**src/rtl/mostra_sequencia_pkg.sv**
```systemverilog
// Shared constants for the sequence display blocks: FSM state encodings,
// default dwell times and small elaboration-time helpers.
package mostra_sequencia_pkg;

  // FSM states; the numeric encoding is what db_estado shows.
  typedef enum logic [2:0] {
    INICIAL = 3'd0,
    CARREGA = 3'd1,
    LE      = 3'd2,
    MOSTRA  = 3'd3,
    APAGA   = 3'd4,
    FIM     = 3'd5
  } estado_t;

  // Default dwell times in clock cycles.
  localparam int T_ON_PADRAO  = 1000;
  localparam int T_OFF_PADRAO = 500;

  function automatic int max_int(input int a, input int b);
    return (a > b) ? a : b;
  endfunction

  // Counter width for a modulo-m counter; never narrower than one bit.
  function automatic int largura(input int m);
    return (m > 1) ? $clog2(m) : 1;
  endfunction

endpackage

```
**src/rtl/mostra_sequencia_contador_m.sv**
```systemverilog
// Modulo-M up counter used as the dwell timer. zera has priority over conta.
module mostra_sequencia_contador_m
  import mostra_sequencia_pkg::*;
#(
  parameter  int M = 16,
  localparam int W = largura(M)
) (
  input  logic         clock,
  input  logic         reset,
  input  logic         zera,
  input  logic         conta,
  output logic [W-1:0] q
);

  localparam logic [W-1:0] ULTIMO = W'(M - 1);

  logic [W-1:0] r_q;

  // Count state: synchronous clear, otherwise wrap at M-1 when enabled.
  always_ff @(posedge clock or negedge reset) begin
    if (!reset) begin
      r_q <= '0;
    end else if (zera) begin
      r_q <= '0;
    end else if (conta) begin
      r_q <= (r_q == ULTIMO) ? '0 : r_q + 1'b1;
    end
  end

  assign q = r_q;

endmodule

```
**src/rtl/mostra_sequencia.sv**
```systemverilog
// Shows ROM items 0..limite on leds, each lit for T_ON cycles followed by
// T_OFF blank cycles, then pulses pronto. The ROM is external and
// synchronous: dado reflects endereco one edge after it is captured.
module mostra_sequencia
  import mostra_sequencia_pkg::*;
#(
  parameter int T_ON  = T_ON_PADRAO,
  parameter int T_OFF = T_OFF_PADRAO
) (
  input  logic       clock,
  input  logic       reset,
  input  logic       iniciar,
  input  logic       parar,
  input  logic [3:0] limite,
  input  logic [3:0] dado,
  output logic [3:0] endereco,
  output logic [3:0] leds,
  output logic       ocupado,
  output logic       pronto,
  output logic [3:0] db_estado
);

  localparam int M = max_int(T_ON, T_OFF);
  localparam int W = largura(M);
  localparam logic [W-1:0] ULT_ON  = W'(T_ON - 1);
  localparam logic [W-1:0] ULT_OFF = W'(T_OFF - 1);

  estado_t    r_estado, w_prox_estado;
  logic [3:0] r_endereco, w_prox_endereco;
  logic [3:0] r_leds, w_prox_leds;
  logic [3:0] r_limite, w_prox_limite;
  logic [W-1:0] w_timer;
  logic       w_conta, w_zera;

  // Timer runs only while dwelling in MOSTRA/APAGA; any state change
  // (including entry to MOSTRA or APAGA) restarts it from zero.
  assign w_conta = (r_estado == MOSTRA) || (r_estado == APAGA);
  assign w_zera  = (w_prox_estado != r_estado) || !w_conta;

  mostra_sequencia_contador_m #(.M(M)) u_timer (
    .clock (clock),
    .reset (reset),
    .zera  (w_zera),
    .conta (w_conta),
    .q     (w_timer)
  );

  // State and registered datapath.
  always_ff @(posedge clock or negedge reset) begin
    if (!reset) begin
      r_estado   <= INICIAL;
      r_endereco <= '0;
      r_leds     <= '0;
      r_limite   <= '0;
    end else begin
      r_estado   <= w_prox_estado;
      r_endereco <= w_prox_endereco;
      r_leds     <= w_prox_leds;
      r_limite   <= w_prox_limite;
    end
  end

  // Next-state and datapath updates; parar overrides everything outside INICIAL.
  always_comb begin
    w_prox_estado   = r_estado;
    w_prox_endereco = r_endereco;
    w_prox_leds     = r_leds;
    w_prox_limite   = r_limite;
    if (r_estado != INICIAL && parar) begin
      w_prox_estado   = INICIAL;
      w_prox_endereco = '0;
      w_prox_leds     = '0;
    end else begin
      case (r_estado)
        INICIAL: begin
          if (iniciar) begin
            w_prox_estado   = CARREGA;
            w_prox_endereco = '0;
            w_prox_limite   = limite;
          end
        end
        CARREGA: w_prox_estado = LE;
        LE: begin
          w_prox_estado = MOSTRA;
          w_prox_leds   = dado;
        end
        MOSTRA: begin
          if (w_timer == ULT_ON) begin
            w_prox_estado = APAGA;
            w_prox_leds   = '0;
          end
        end
        APAGA: begin
          if (w_timer == ULT_OFF) begin
            if (r_endereco == r_limite) begin
              w_prox_estado = FIM;
            end else begin
              w_prox_estado   = CARREGA;
              w_prox_endereco = r_endereco + 4'd1;
            end
          end
        end
        FIM:     w_prox_estado = INICIAL;
        default: w_prox_estado = INICIAL;
      endcase
    end
  end

  assign endereco  = r_endereco;
  assign leds      = r_leds;
  assign ocupado   = (r_estado != INICIAL);
  assign pronto    = (r_estado == FIM);
  assign db_estado = {1'b0, r_estado};

endmodule

```
**config.mk**
```make
export PLATFORM = sky130hd
export DESIGN_NAME = mostra_sequencia
export DESIGN_NICKNAME = d
export VERILOG_FILES = /design/src/rtl/mostra_sequencia_pkg.sv /design/src/rtl/mostra_sequencia_contador_m.sv /design/src/rtl/mostra_sequencia.sv
export SDC_FILE = /design/constraint.sdc
export NUM_CORES = 1
export LEC_CHECK = 0
export CAP_MARGIN = 40
export CORE_ASPECT_RATIO = 0.9
export CORE_MARGIN = 3
export CORE_UTILIZATION = 50
export DETAILED_ROUTE_END_ITERATION = 8
export PLACE_DENSITY = 0.8
export REMOVE_ABC_BUFFERS = 1
export SKIP_LAST_GASP = 1
export SLEW_MARGIN = 20
export SYNTH_ARGS = -nofsm -noshare
export SYNTH_HDL_FRONTEND = slang
export SYNTH_SLANG_ARGS = --single-unit
```
**constraint.sdc**
```tcl
create_clock -name clock -period 2.62 [get_ports clock]
set_input_delay 0.524 -clock clock [delete_from_list [all_inputs] [get_ports clock]]
set_output_delay 0.524 -clock clock [all_outputs]
set_load 0.01 [all_outputs]
```
==> results.ini, run 1 <==
[run_status]
status = complete, no violations

[sta]
period_needed_ns = 2.42
tightestPinTransition_ns = 0.559
finalMaxSlewViolations = 0
setup_viol = 0
slew_headroom = 0.628
finalCritPeriodShare = 0.923
fin_skew_ns = 0.0220
setup_tns_ns = 0
rsz0062_at_grt = false
hold_violations = 0
fmax_mhz = 414

[yosys]
syn_area_mm2 = 0.00145
synthCells = 150
synth_edf_count = 0
ys.flop_type = dfrtp_1
ys_seq_elements = 25
syn_avg_cell_area_um2 = 9.63
yosysWarnings = 0
yosys.cell_types.count = 43
synth_seq_area_share = 0.433
async_reset_ff_frac = 1.00

[power]
leakage_nw = 0.757
power_per_cell_area_mw_per_mm2 = 587
p_total_mw = 1.02
peakVddDrop_mv = 0.411

[setup_path]
cp-start-kind = flip-flop
rr_worst_depth = 5
critPathMaxFanout = 14
r2r-start = r_estado[1]$_DFF_PN0_
critPathCaptureType = output port
r2r_slack_ns = 0.70
required_ns = 2.10
crit_arrival_ns = 1.89
crit_type = flip-flop to output port
reg2reg_to = endereco[3]$_DFFE_PN0P_

[clocking]
root_buffer = clkbuf_4
cts_tree = built
clk_pin_slew_ns = 0.14
htree_num_levels = 1
ctsHoldBuffers = 0
cts_resized = 0
cts_buffers = 3
clockBufferDepth = 2
clk_latency_ns = 0.33
cts_sinks = 25
post_cts.repair.setup_buffers = 0

[grt]
grt_pass1_vias = 1079
track_usage = 0.174
grt_pass1_wl_um = 4960
grt_start_max_net_pins = 26
antenna_found_initial = 0
grt.overflow.total = 0

[floorplanning]
die_h_um = 57
die_w_um = 62.7
rows = 17
start_util = 0.557
die_area_mm2 = 0.00357
pin_count = 26
core_mm2 = 0.00259

[final_layout]
drive_above_1_share = 0.103
nNetsFinal = 189
instances_no_fill = 212
fill_cells = 224
finalInstanceArea_mm2 = 0.00174
finish.utilization = 0.672
diodes = 0
synthToLayoutAreaGrowth_pct = 20.7

[placement]
dp_hpwl_um = 2120
portBuffers = 24
globalplace.congestion = 0.823
placedCellCount = 208
placed_cell_area_mm2 = 0.00172

[route]
drt_wl_total_um = 2870
drt_first_iter_violations = 50
drcViolationCount = 0
wl_per_cell_um = 13.5
firstDrtPassIters = 4
vias = 1184
final_antenna_net_count = 0
avgViaCountPerCell = 5.58

[worst_hold_path]
hold_start = u_timer.q[0]$_DFFE_PN0P_
min_path_cells = 1
min_path_type = flip-flop to flip-flop
min_to = u_timer.q[0]$_DFFE_PN0P_

[flow_run]
maxCapViolCount = 0

==> cells in the mapped netlist, drive strengths merged (2+ instances only) <==
master  count  share of area
a21o        4          0.021
a21oi       6          0.029
a31oi       2         0.0087
and3        3          0.013
buf         5          0.021
clkbuf      2         0.0052
dfrtp      25           0.43
ha          2          0.017
inv        10          0.026
mux2        4          0.031
mux2i       6          0.042
nand2       9          0.023
nand3      10          0.035
nand4       6          0.026
nand4b      2          0.012
nor2       16          0.043
nor3        2         0.0069
nor3b       2          0.014
o21ai       3          0.010
o31ai       2          0.010
or3         3          0.016
or4         2          0.010
xnor2       6          0.036
xor2        6          0.036
==> logic make-up (layout without fill, tap and decap cells) <==
group           Yosys count  after routing  share of synthesized area
compound gates           22             22                      0.107
xor+xnor                 12             12                     0.0727
buf+inv                  17             41                     0.0519
simple gates             61             61                      0.242
fa+ha+maj                 2              2                     0.0173
other cells               1              1                    0.00259
flops                    25             25                      0.433
mux                      10             10                     0.0727
==> critical path, cell delays in order, from the launching register on <==
cell and delay [ns]:
dfrtp_1 0.58, or3_4 0.49, clkdlybuf4s50_1 0.50
==> state kept, by name, summed over array words and instances, names as in the netlist <==
signal and count:
r_estado 3, leds 4, endereco 4, u_timer.q 10, r_limite 4
==> report_power, final <==
| part | switching, mW | internal (mW) | leakage [nW] |
|---|---|---|---|
| combinational | 0.153 | 0.195 | 0.411 |
| clock | 0.113 | 0.0597 | 0.0150 |
| sequential | 0.0559 | 0.448 | 0.331 |
| total | 0.322 | 0.702 | 0.757 |
==> final cells by class <==
cell class	instances	area [µm²]	area share
Multi-Input combinational cell	108	744	0.427
Sequential cell	25	626	0.359
Timing Repair Buffer	27	263	0.151
Tap cell	38	47.5	0.0273
Inverter	10	37.5	0.0215
Clock buffer	4	26.3	0.0151
==> cell usage in the layout (no fill, tap or decap), types with 2 or more instances in the layout <==
cell,netlist,final
a21o_1,4,4
a21oi_1,5,5
a31oi_1,2,2
and3_1,3,3
buf_4,2,3
clkbuf_4,0,3
clkdlybuf4s50_1,0,24
dfrtp_1,25,25
ha_1,2,2
inv_1,9,9
mux2_2,4,4
mux2i_1,6,6
nand2_1,9,9
nand3_1,10,10
nand4_1,6,6
nand4b_1,2,2
nor2_1,15,15
nor3_1,2,2
o21ai_0,2,2
o31ai_1,2,2
or3_1,2,2
or4_1,2,2
xnor2_1,6,6
xor2_1,6,6
==> layer usage <==
layer,GRT usage,wire length [µm],up-vias
met3,0.0492,125,5
met4,0.0566,23,0
met5,0,0,-
met1,0.235,1420,577
met2,0.274,1300,22
li1,-,-,580
==> worst max path at each step <==
stage                                     start                      end  slack, ns  depth (start not counted)
after global placement                    parar      leds[0]$_DFFE_PN0P_       0.33                          5
after CTS                 r_estado[1]$_DFF_PN0_                  ocupado       0.21                          2
after detailed placement                  parar      leds[1]$_DFFE_PN0P_       0.29                          5
final                     r_estado[1]$_DFF_PN0_                  ocupado       0.20                          2
after floorplan           r_estado[0]$_DFF_PN0_  endereco[3]$_DFFE_PN0P_       0.80                          5
after global routing      r_estado[1]$_DFF_PN0_                  ocupado       0.16                          2
==> stage by stage <==
| step | worst slack [ns] | hold slack [ns] |
|---|---|---|
| 6_report | 0.203 | 0.477 |
| 5_1_grt | 0.161 | 0.504 |
| 4_1_cts | 0.207 | 0.479 |
| 3_5_place_dp | 0.287 | 0.464 |
| 3_3_place_gp | 0.334 | 0.444 |
| 2_1_floorplan | 0.795 | 0.228 |
Power figures use the tool's default switching activity.
==> run 2: changes to the inputs <==
- CORE_MARGIN: 3 -> 2
==> results.ini, run 2 (same netlist as run 1, synthesis figures left out) <==
[run_status]
status = complete, no violations

[setup_path]
cp-endpoint = ocupado
r2r-start = u_timer.q[0]$_DFFE_PN0P_
required_ns = 2.10
crit_arrival_ns = 1.80
critical_path_depth = 2
rr_worst_depth = 6
r2r_slack_ns = 0.68
critPathMaxFanout = 15
cp-start-kind = flip-flop
cpPeakStageDelay_ns = 0.57
startpoint = r_estado[2]$_DFF_PN0_
crit_type = flip-flop to output port
worst-path-buf-inv = 1
timing.critical_path.cells = or3_4, clkdlybuf4s50_1
slowest_stage = dfrtp_1
crit_family = flip-flops
reg2reg_to = leds[0]$_DFFE_PN0P_
critPathCaptureType = output port

[clocking]
cts_resized = 0
ctsHoldBuffers = 0
htree_num_levels = 1
clk_pin_slew_ns = 0.13
root_buffer = clkbuf_4
clockBufferDepth = 2
cts_buffers = 3
cts_tree = built
cts_sinks = 25
post_cts.repair.setup_buffers = 0
clk_latency_ns = 0.31

[route]
drt_first_iter_violations = 117
wl_per_cell_um = 14.0
firstDrtPassIters = 4
vias = 1188
drcViolationCount = 0
avgViaCountPerCell = 5.53
final_antenna_net_count = 0
drt_wl_total_um = 3020

[floorplanning]
start_util = 0.526
die_w_um = 60.7
die_area_mm2 = 0.00334
die_h_um = 55
rows = 18
pin_count = 26
core_mm2 = 0.00275

[grt]
grt_pass1_wl_um = 5140
grt_start_max_net_pins = 26
grt.busiest_layer = met2
globalRouteMet1Util = 0.272
grt_pass1_vias = 1113
met3_usage = 0.0279
antenna_found_initial = 0
grt.overflow.total = 0
use_met2 = 0.349
track_usage = 0.204

[final_layout]
largest_reg_flops = 10
finalInstanceArea_mm2 = 0.00175
diodes = 0
nNetsFinal = 190
synthToLayoutAreaGrowth_pct = 21.4
layout_commonest_cell = dfrtp_1
mostFrequentLayoutCells = dfrtp_1, clkdlybuf4s50_1, nor2_1, nand3_1
finish.utilization = 0.638
drive_above_1_share = 0.109

[sta]
setup_viol = 0
hold_violations = 0
rsz0062_at_grt = false
slew_headroom = 0.629
setup_tns_ns = 0
period_needed_ns = 2.32
finalCritPeriodShare = 0.887
fin_skew_ns = 0.00215
finalMaxSlewViolations = 0
tightestPinTransition_ns = 0.557
fmax_mhz = 431

[worst_hold_path]
hold_start = u_timer.q[0]$_DFFE_PN0P_
min_path_type = flip-flop to flip-flop

[placement]
placed_cell_area_mm2 = 0.00173
globalplace.congestion = 0.803
portBuffers = 24
dp_hpwl_um = 2220

[power]
peakVddDrop_mv = 0.269
leakage_nw = 0.762
power_per_cell_area_mw_per_mm2 = 587

[flow_run]
maxCapViolCount = 0

run 2: worst min path at each step:
stage                          endpoint  slack, ns  cells past startpoint
2_1_floorplan   endereco[0]$_DFFE_PN0P_       0.23                      0
3_3_place_gp   u_timer.q[0]$_DFFE_PN0P_       0.44                      1
3_5_place_dp   u_timer.q[0]$_DFFE_PN0P_       0.46                      1
4_1_cts        u_timer.q[0]$_DFFE_PN0P_       0.47                      1
5_1_grt        u_timer.q[0]$_DFFE_PN0P_       0.51                      1
6_report       u_timer.q[0]$_DFFE_PN0P_       0.47                      1
run 2: cell type report:
class | instances | area, µm²
repair buffers | 28 | 270
fillers | 254 | 993
inverters | 10 | 37.5
flip-flops and latches | 25 | 626
well taps | 40 | 50.0
multi-input cells | 108 | 744
clock buffers | 4 | 26.3
run 2: metrics by stage:
step,worst slack (ns),std cells,total power [mW],hold slack [ns]
final,0.297,215,1.03,0.469
after global routing,0.218,215,1.10,0.510
after detailed placement,0.261,211,0.872,0.456
after global placement,0.349,211,0.852,0.444
after CTS,0.289,215,1.04,0.474
after floorplan,0.795,143,0.702,0.228
run 2: power breakdown:
part	switching [mW]	total (mW)	internal [mW]
clock	0.112	0.172	0.0594
sequential	0.0382	0.486	0.448
combinational	0.174	0.373	0.199
total	0.324	1.03	0.706
run 2: routing by layer:
| layer | wire (µm) | vias to the layer above |
|---|---|---|
| li1 | - | 581 |
| met1 | 1440 | 587 |
| met2 | 1500 | 18 |
| met3 | 71 | 2 |
| met4 | 13 | 0 |
| met5 | 0 | - |
